==> src/rtl/m68k_bus_pkg.sv <==
// m68k_bus_pkg: shared state encoding, function codes and defaults for the 68000 bus responder
package m68k_bus_pkg;
    typedef enum logic [2:0] {
        S_IDLE,
        S_WSTRB,
        S_REQ,
        S_ACK,
        S_VPA,
        S_BERR,
        S_DONE
    } state_t;
    localparam logic [2:0] FC_IACK      = 3'b111;
    localparam logic [3:0] VPA_PAGE_DEF = 4'hE;
    localparam int         TIMEOUT_DEF  = 255;
endpackage

==> src/rtl/m68k_bus_responder.sv <==
// m68k_bus_responder: decodes 68000 bus cycles into a single-request backend handshake with dtack/vpa/berr replies
module m68k_bus_responder
    import m68k_bus_pkg::*;
#(
    parameter logic [3:0] VPA_PAGE = VPA_PAGE_DEF,
    parameter int         TIMEOUT  = TIMEOUT_DEF
) (
    input  logic        clk,
    input  logic        reset,
    input  logic        as_n,
    input  logic        uds_n,
    input  logic        lds_n,
    input  logic        rw_n,
    input  logic [2:0]  fc,
    input  logic [22:0] addr,
    input  logic [15:0] cpu_wdata,
    output logic [15:0] cpu_rdata,
    output logic        dtack_n,
    output logic        vpa_n,
    output logic        berr,
    output logic        mem_req,
    output logic        mem_we,
    output logic [1:0]  mem_be,
    output logic [22:0] mem_addr,
    output logic [15:0] mem_wdata,
    input  logic        mem_ack,
    input  logic [15:0] mem_rdata
);
    localparam logic [7:0] TO = 8'(TIMEOUT);

    state_t      state_q;
    logic [7:0]  cnt_q;
    logic        periph_q, pend_q, req_q, we_q, dtack_n_q, vpa_n_q, berr_q;
    logic [1:0]  be_q;
    logic [22:0] addr_q;
    logic [15:0] wdata_q, rdata_q;
    logic        strobe, expired, tick;

    assign strobe  = !uds_n || !lds_n;
    assign expired = cnt_q == TO;
    // Peripheral cycles only time out while their request is still outstanding
    assign tick    = state_q == S_WSTRB || state_q == S_REQ ||
                     (state_q == S_VPA && periph_q && (pend_q || req_q));

    always_ff @(posedge clk) begin
        if (reset) begin
            state_q   <= S_IDLE;
            cnt_q     <= '0;
            periph_q  <= 1'b0;
            pend_q    <= 1'b0;
            req_q     <= 1'b0;
            we_q      <= 1'b0;
            dtack_n_q <= 1'b1;
            vpa_n_q   <= 1'b1;
            berr_q    <= 1'b0;
            be_q      <= '0;
            addr_q    <= '0;
            wdata_q   <= '0;
            rdata_q   <= '0;
        end else begin
            if (tick && !expired) cnt_q <= cnt_q + 8'd1;
            case (state_q)
                S_IDLE: if (!as_n) begin
                    addr_q <= addr;
                    we_q   <= !rw_n;
                    be_q   <= ~{uds_n, lds_n};
                    cnt_q  <= '0;
                    if (fc == FC_IACK) begin
                        state_q  <= S_VPA;
                        vpa_n_q  <= 1'b0;
                        periph_q <= 1'b0;
                    end else if (addr[22:19] == VPA_PAGE) begin
                        // Peripheral writes hold the request back until the strobes arrive
                        state_q  <= S_VPA;
                        vpa_n_q  <= 1'b0;
                        periph_q <= 1'b1;
                        req_q    <= rw_n;
                        pend_q   <= !rw_n;
                    end else if (rw_n) begin
                        state_q <= S_REQ;
                        req_q   <= 1'b1;
                    end else begin
                        state_q <= S_WSTRB;
                    end
                end
                S_WSTRB: if (as_n) begin
                    state_q <= S_DONE;
                end else if (strobe) begin
                    be_q    <= ~{uds_n, lds_n};
                    wdata_q <= cpu_wdata;
                    req_q   <= 1'b1;
                    state_q <= S_REQ;
                end else if (expired) begin
                    berr_q  <= 1'b1;
                    state_q <= S_BERR;
                end
                S_REQ: if (as_n) begin
                    req_q   <= 1'b0;
                    state_q <= S_DONE;
                end else if (mem_ack) begin
                    rdata_q   <= mem_rdata;
                    req_q     <= 1'b0;
                    dtack_n_q <= 1'b0;
                    state_q   <= S_ACK;
                end else if (expired) begin
                    req_q   <= 1'b0;
                    berr_q  <= 1'b1;
                    state_q <= S_BERR;
                end
                S_ACK: if (as_n) begin
                    dtack_n_q <= 1'b1;
                    state_q   <= S_DONE;
                end
                S_VPA: if (as_n) begin
                    vpa_n_q <= 1'b1;
                    req_q   <= 1'b0;
                    pend_q  <= 1'b0;
                    state_q <= S_DONE;
                end else if (req_q && mem_ack) begin
                    rdata_q <= mem_rdata;
                    req_q   <= 1'b0;
                end else if (pend_q && strobe) begin
                    be_q    <= ~{uds_n, lds_n};
                    wdata_q <= cpu_wdata;
                    req_q   <= 1'b1;
                    pend_q  <= 1'b0;
                end else if (tick && expired) begin
                    req_q   <= 1'b0;
                    pend_q  <= 1'b0;
                    vpa_n_q <= 1'b1;
                    berr_q  <= 1'b1;
                    state_q <= S_BERR;
                end
                S_BERR: if (as_n) begin
                    berr_q  <= 1'b0;
                    state_q <= S_DONE;
                end
                S_DONE: begin
                    dtack_n_q <= 1'b1;
                    vpa_n_q   <= 1'b1;
                    berr_q    <= 1'b0;
                    req_q     <= 1'b0;
                    pend_q    <= 1'b0;
                    state_q   <= S_IDLE;
                end
                default: state_q <= S_IDLE;
            endcase
        end
    end

    assign cpu_rdata = rdata_q;
    assign dtack_n   = dtack_n_q;
    assign vpa_n     = vpa_n_q;
    assign berr      = berr_q;
    assign mem_req   = req_q;
    assign mem_we    = we_q;
    assign mem_be    = be_q;
    assign mem_addr  = addr_q;
    assign mem_wdata = wdata_q;
endmodule

==> config.mk <==
export PLATFORM = sky130hd
export DESIGN_NAME = m68k_bus_responder
export DESIGN_NICKNAME = d
export VERILOG_FILES = /design/src/rtl/m68k_bus_pkg.sv /design/src/rtl/m68k_bus_responder.sv
export SDC_FILE = /design/constraint.sdc
export NUM_CORES = 1
export LEC_CHECK = 0
export BUFFER_PORTS_ARGS = -buffer_cell sky130_fd_sc_hd__buf_2
export CAP_MARGIN = 20
export CORE_MARGIN = 3
export CORE_UTILIZATION = 49
export CTS_CLUSTER_SIZE = 16
export DETAILED_ROUTE_END_ITERATION = 16
export GPL_TIMING_DRIVEN = 0
export HOLD_SLACK_MARGIN = 0.02
export MAX_ROUTING_LAYER = met4
export PLACE_DENSITY = 0.85
export RECOVER_POWER = 25
export SYNTH_ARGS = -nofsm -noshare
export SYNTH_HDL_FRONTEND = slang
export SYNTH_SLANG_ARGS = --single-unit
==> constraint.sdc <==
create_clock -name clk -period 2.1 [get_ports clk]
set_input_delay 0.21 -clock clk [delete_from_list [all_inputs] [get_ports clk]]
set_output_delay 0.21 -clock clk [all_outputs]
set_load 0.03 [all_outputs]
==> metrics.md <==
| Metric | Value |
|---|---|
| DRT antenna net count | `0` |
| Starting density of the core | `52.1%` |
| Synth warnings | `0` |
| Yosys cell types | `62` |
| Final hold vios | `0` |
| Power Density | `1110 nW/um^2` |
| Min-delay src | `cpu_wdata[15]` |
| Nets | `592` |
| IO Pins | `127` |
| Slew Viols, Final | `0` |
| Syn Inst Count | `387` |
| Skew final | `0.0100 ns` |
| Commonest non-fill, non-tap cells in the layout | `100 x buf_2, 74 x dfxtp_1, 62 x nand2_1, 51 x nor2_1, 43 x clkbuf_1` |
| Tcrit/Tclk final | `93.4%` |
| FF+latch count, synth | `75` |
| Layout Area Growth over Synthesis | `28.0%` |
| Min-Delay Path Depth | `3` |
| Placed Cells | `606` |
| Final cell utilization of the core | `66.6%` |
| Max-cap violations | `0` |
| Met1 Usage GRT | `27.3%` |
| Crit path launch type | `flip-flop` |
| Routed WL per cell | `14.4 um` |
| Synthesized area | `3420 sq um` |
| Worst hold path type | `primary input to flip-flop` |
| Setup CP Type | `flip-flop to flip-flop` |
| Unrepaired setup endpoints after global routing | `false` |
| Design Power | `0.00486 W` |
| Router iterations before antenna repair | `4` |
| Vias | `3266` |
| Vias per cell | `5.23` |
| Final TNS setup | `0 ns` |
| Post-synth EDFFs | `0` |
| Die Span Y | `89.5 um` |
| Clk buf depth | `2` |
| Max Clk Rate | `0.510 GHz` |
| Clk Latency, worst-skew pair | `0.35 ns` |
| Slack of the worst reg-to-reg path | `0.14 ns` |
| Die ar. | `8020 sq um` |
| Grt met3 use | `6.54%` |
| Reg2reg end | `mem_wdata[6]$_SDFFE_PP0P_` |
| Post-Layout Cell Count | `624` |
| CTS tree | `built` |
| Share of async-settable or async-resettable flops after synthesis | `0%` |
| Clk slew on worst S/H paths | `0.08 ns` |
| Register area share after synthesis | `43.9%` |
| Slew @ Worst Pin | `0.631 ns` |
| Core Box Area | `6570 sq um` |
| Min-Delay Endpoint | `mem_wdata[15]$_SDFFE_PP0P_` |
| Worst Path Arrival | `2.19 ns` |
| Root Buffer | `clkbuf_8` |
| Share of cells above drive strength 1 | `27.7%` |
| RR Startpoint | `state_q[2]$_SDFFE_PP0P_` |
| Hold_buf cts | `0` |
| Period minus WS final | `1.96 ns` |
| Clk sinks | `75` |
| Data required time of the critical path | `2.33 ns` |
| Drt total wl | `8.96 mm` |
| GR Util met2 | `35.8%` |
| Syn Area/Cell | `8.84 sq um` |
| Worst-path fanout max | `10` |
| Final setup viols | `0` |
| I/O Buffers | `126` |
| Ys flop type | `dfxtp_1` |
| Critical path capture point type | `flip-flop` |
| HPWL Detailed | `6.79 mm` |
| GR Overflow Total | `0` |
| Min Hold Slack | `0.0893 ns` |
| Largest net degree at the start of global routing | `14` |
| Chip width | `89.5 um` |
| Routability cong. | `0.920` |
| Highest ir drop seen on vdd | `0.757 mV` |
| Pleak | `1.90 nW` |
| Fill cell count | `546` |
| Initial antenna violation count | `0` |
| DRC | `0` |
| Commonest non-fill, non-tap cell in the layout | `buf_2` |
| Syn nets | `453` |
| First DRT Iteration DRCs | `316` |
| Worst reg2reg path depth | `7` |
| # diodes | `0` |
| Status | `completed` |
| Global-route wire length before repair | `13.5 mm` |
| Row count | `29` |
| Global-route usage over all layers | `22.5%` |
| Num CTS Buffers | `9` |
| Number of global-route vias before repair | `2921` |
| Max-slew headroom | `57.9%` |
| Top Usage Layer GRT | `met2` |
| H-tree Lvls | `3` |
Yosys cell counts, types with 3 or more instances:
library cell   n  area share [%]
nor2_1        51             5.6
inv_1          3            0.33
nor3b_1        3            0.66
buf_6          6             2.0
nand3_1       11             1.6
o21ai_0        6            0.88
a22oi_1        3            0.66
nor3_1         7             1.0
buf_2          8             1.2
or3_1          4            0.73
clkbuf_1       9            0.99
a21oi_1       34             5.0
mux2i_1       32             9.4
xnor2_1        6             1.5
dfxtp_1       75              44
or4_1          3            0.66
nor2b_1        7             1.3
nand2_1       63             6.9
a31oi_1        3            0.55
worst max-delay path: stages, from the launching register on:
cell and delay, ns:
dfxtp_1 0.48, and2b_1 0.21, a31oi_1 0.12, or4_1 0.46, buf_6 0.18, buf_6 0.16, mux2i_1 0.18, nor2_1 0.06
area by class of cell:
type                       instances  area [sq um]  share of cell area, %
inverter                           3          11.3                  0.257
buffer                            25           154                   3.52
clock buffer                      10           128                   2.92
multi-input combinational        284          1770                   40.5
sequential                        75          1500                   34.3
tap                               93           116                   2.66
timing repair buffer             128           603                   13.8
clock inverter                     6          90.1                   2.06
sequential cells by signal, summed over array words and instances (netlist names):
| name | flops |
|---|---|
| mem_addr | 23 |
| cpu_rdata | 16 |
| mem_wdata | 16 |
| cnt_q | 8 |
| state_q | 3 |
| mem_be | 2 |
| berr | 1 |
| dtack_n | 1 |
| mem_req | 1 |
| mem_we | 1 |
| pend_q | 1 |
| periph_q | 1 |
| vpa_n | 1 |
worst max-delay path by stage:
stage                                 start                         to  slack, ns  cells after the start
floorplan               cnt_q[0]$_SDFF_PP0_         vpa_n$_SDFFE_PP1P_       0.27                      7
global placement        cnt_q[0]$_SDFF_PP0_         vpa_n$_SDFFE_PP1P_       0.09                      7
detailed placement      cnt_q[0]$_SDFF_PP0_         vpa_n$_SDFFE_PP1P_       0.05                      7
CTS                     cnt_q[0]$_SDFF_PP0_         vpa_n$_SDFFE_PP1P_       0.05                      7
global route            cnt_q[1]$_SDFF_PP0_    state_q[0]$_SDFFE_PP0P_       0.02                      7
finish              state_q[2]$_SDFFE_PP0P_  mem_wdata[6]$_SDFFE_PP0P_       0.14                      7
cells by family after synthesis:
logic type / after synthesis / share of synthesized area, %
mux: 34 / 10.0
xor+xnor: 6 / 1.54
flops: 75 / 43.9
fa+ha+maj: 1 / 0.366
compound gates: 75 / 15.1
simple gates: 168 / 24.3
buf+inv: 28 / 4.79
report_power, final:
part,switching (W),internal (W)
Clock,0.000529,0.000671
Sequential,0.000155,0.00162
Combinational,0.00119,0.000704
Total,0.00187,0.00299
through the flow:
stage,area (sq um),setup slack (ns)
after detailed placement,4170,0.0493
after CTS,4380,0.0489
after global routing,4380,0.0232
after floorplan,3420,0.274
final,4380,0.139
after global placement,4170,0.0870
layer usage:
| layer | up-vias | routed length [um] |
|---|---|---|
| met5 | - | 0 |
| met4 | 0 | 126 |
| met3 | 11 | 825 |
| met2 | 141 | 4310 |
| met1 | 1486 | 3690 |
| li1 | 1628 | - |
what timing repair did:
item,CTS,global route
setup endpoints to repair,0,33
gates resized for setup,0,8
buffers inserted,0,2
Power figures use the tool's default switching activity.
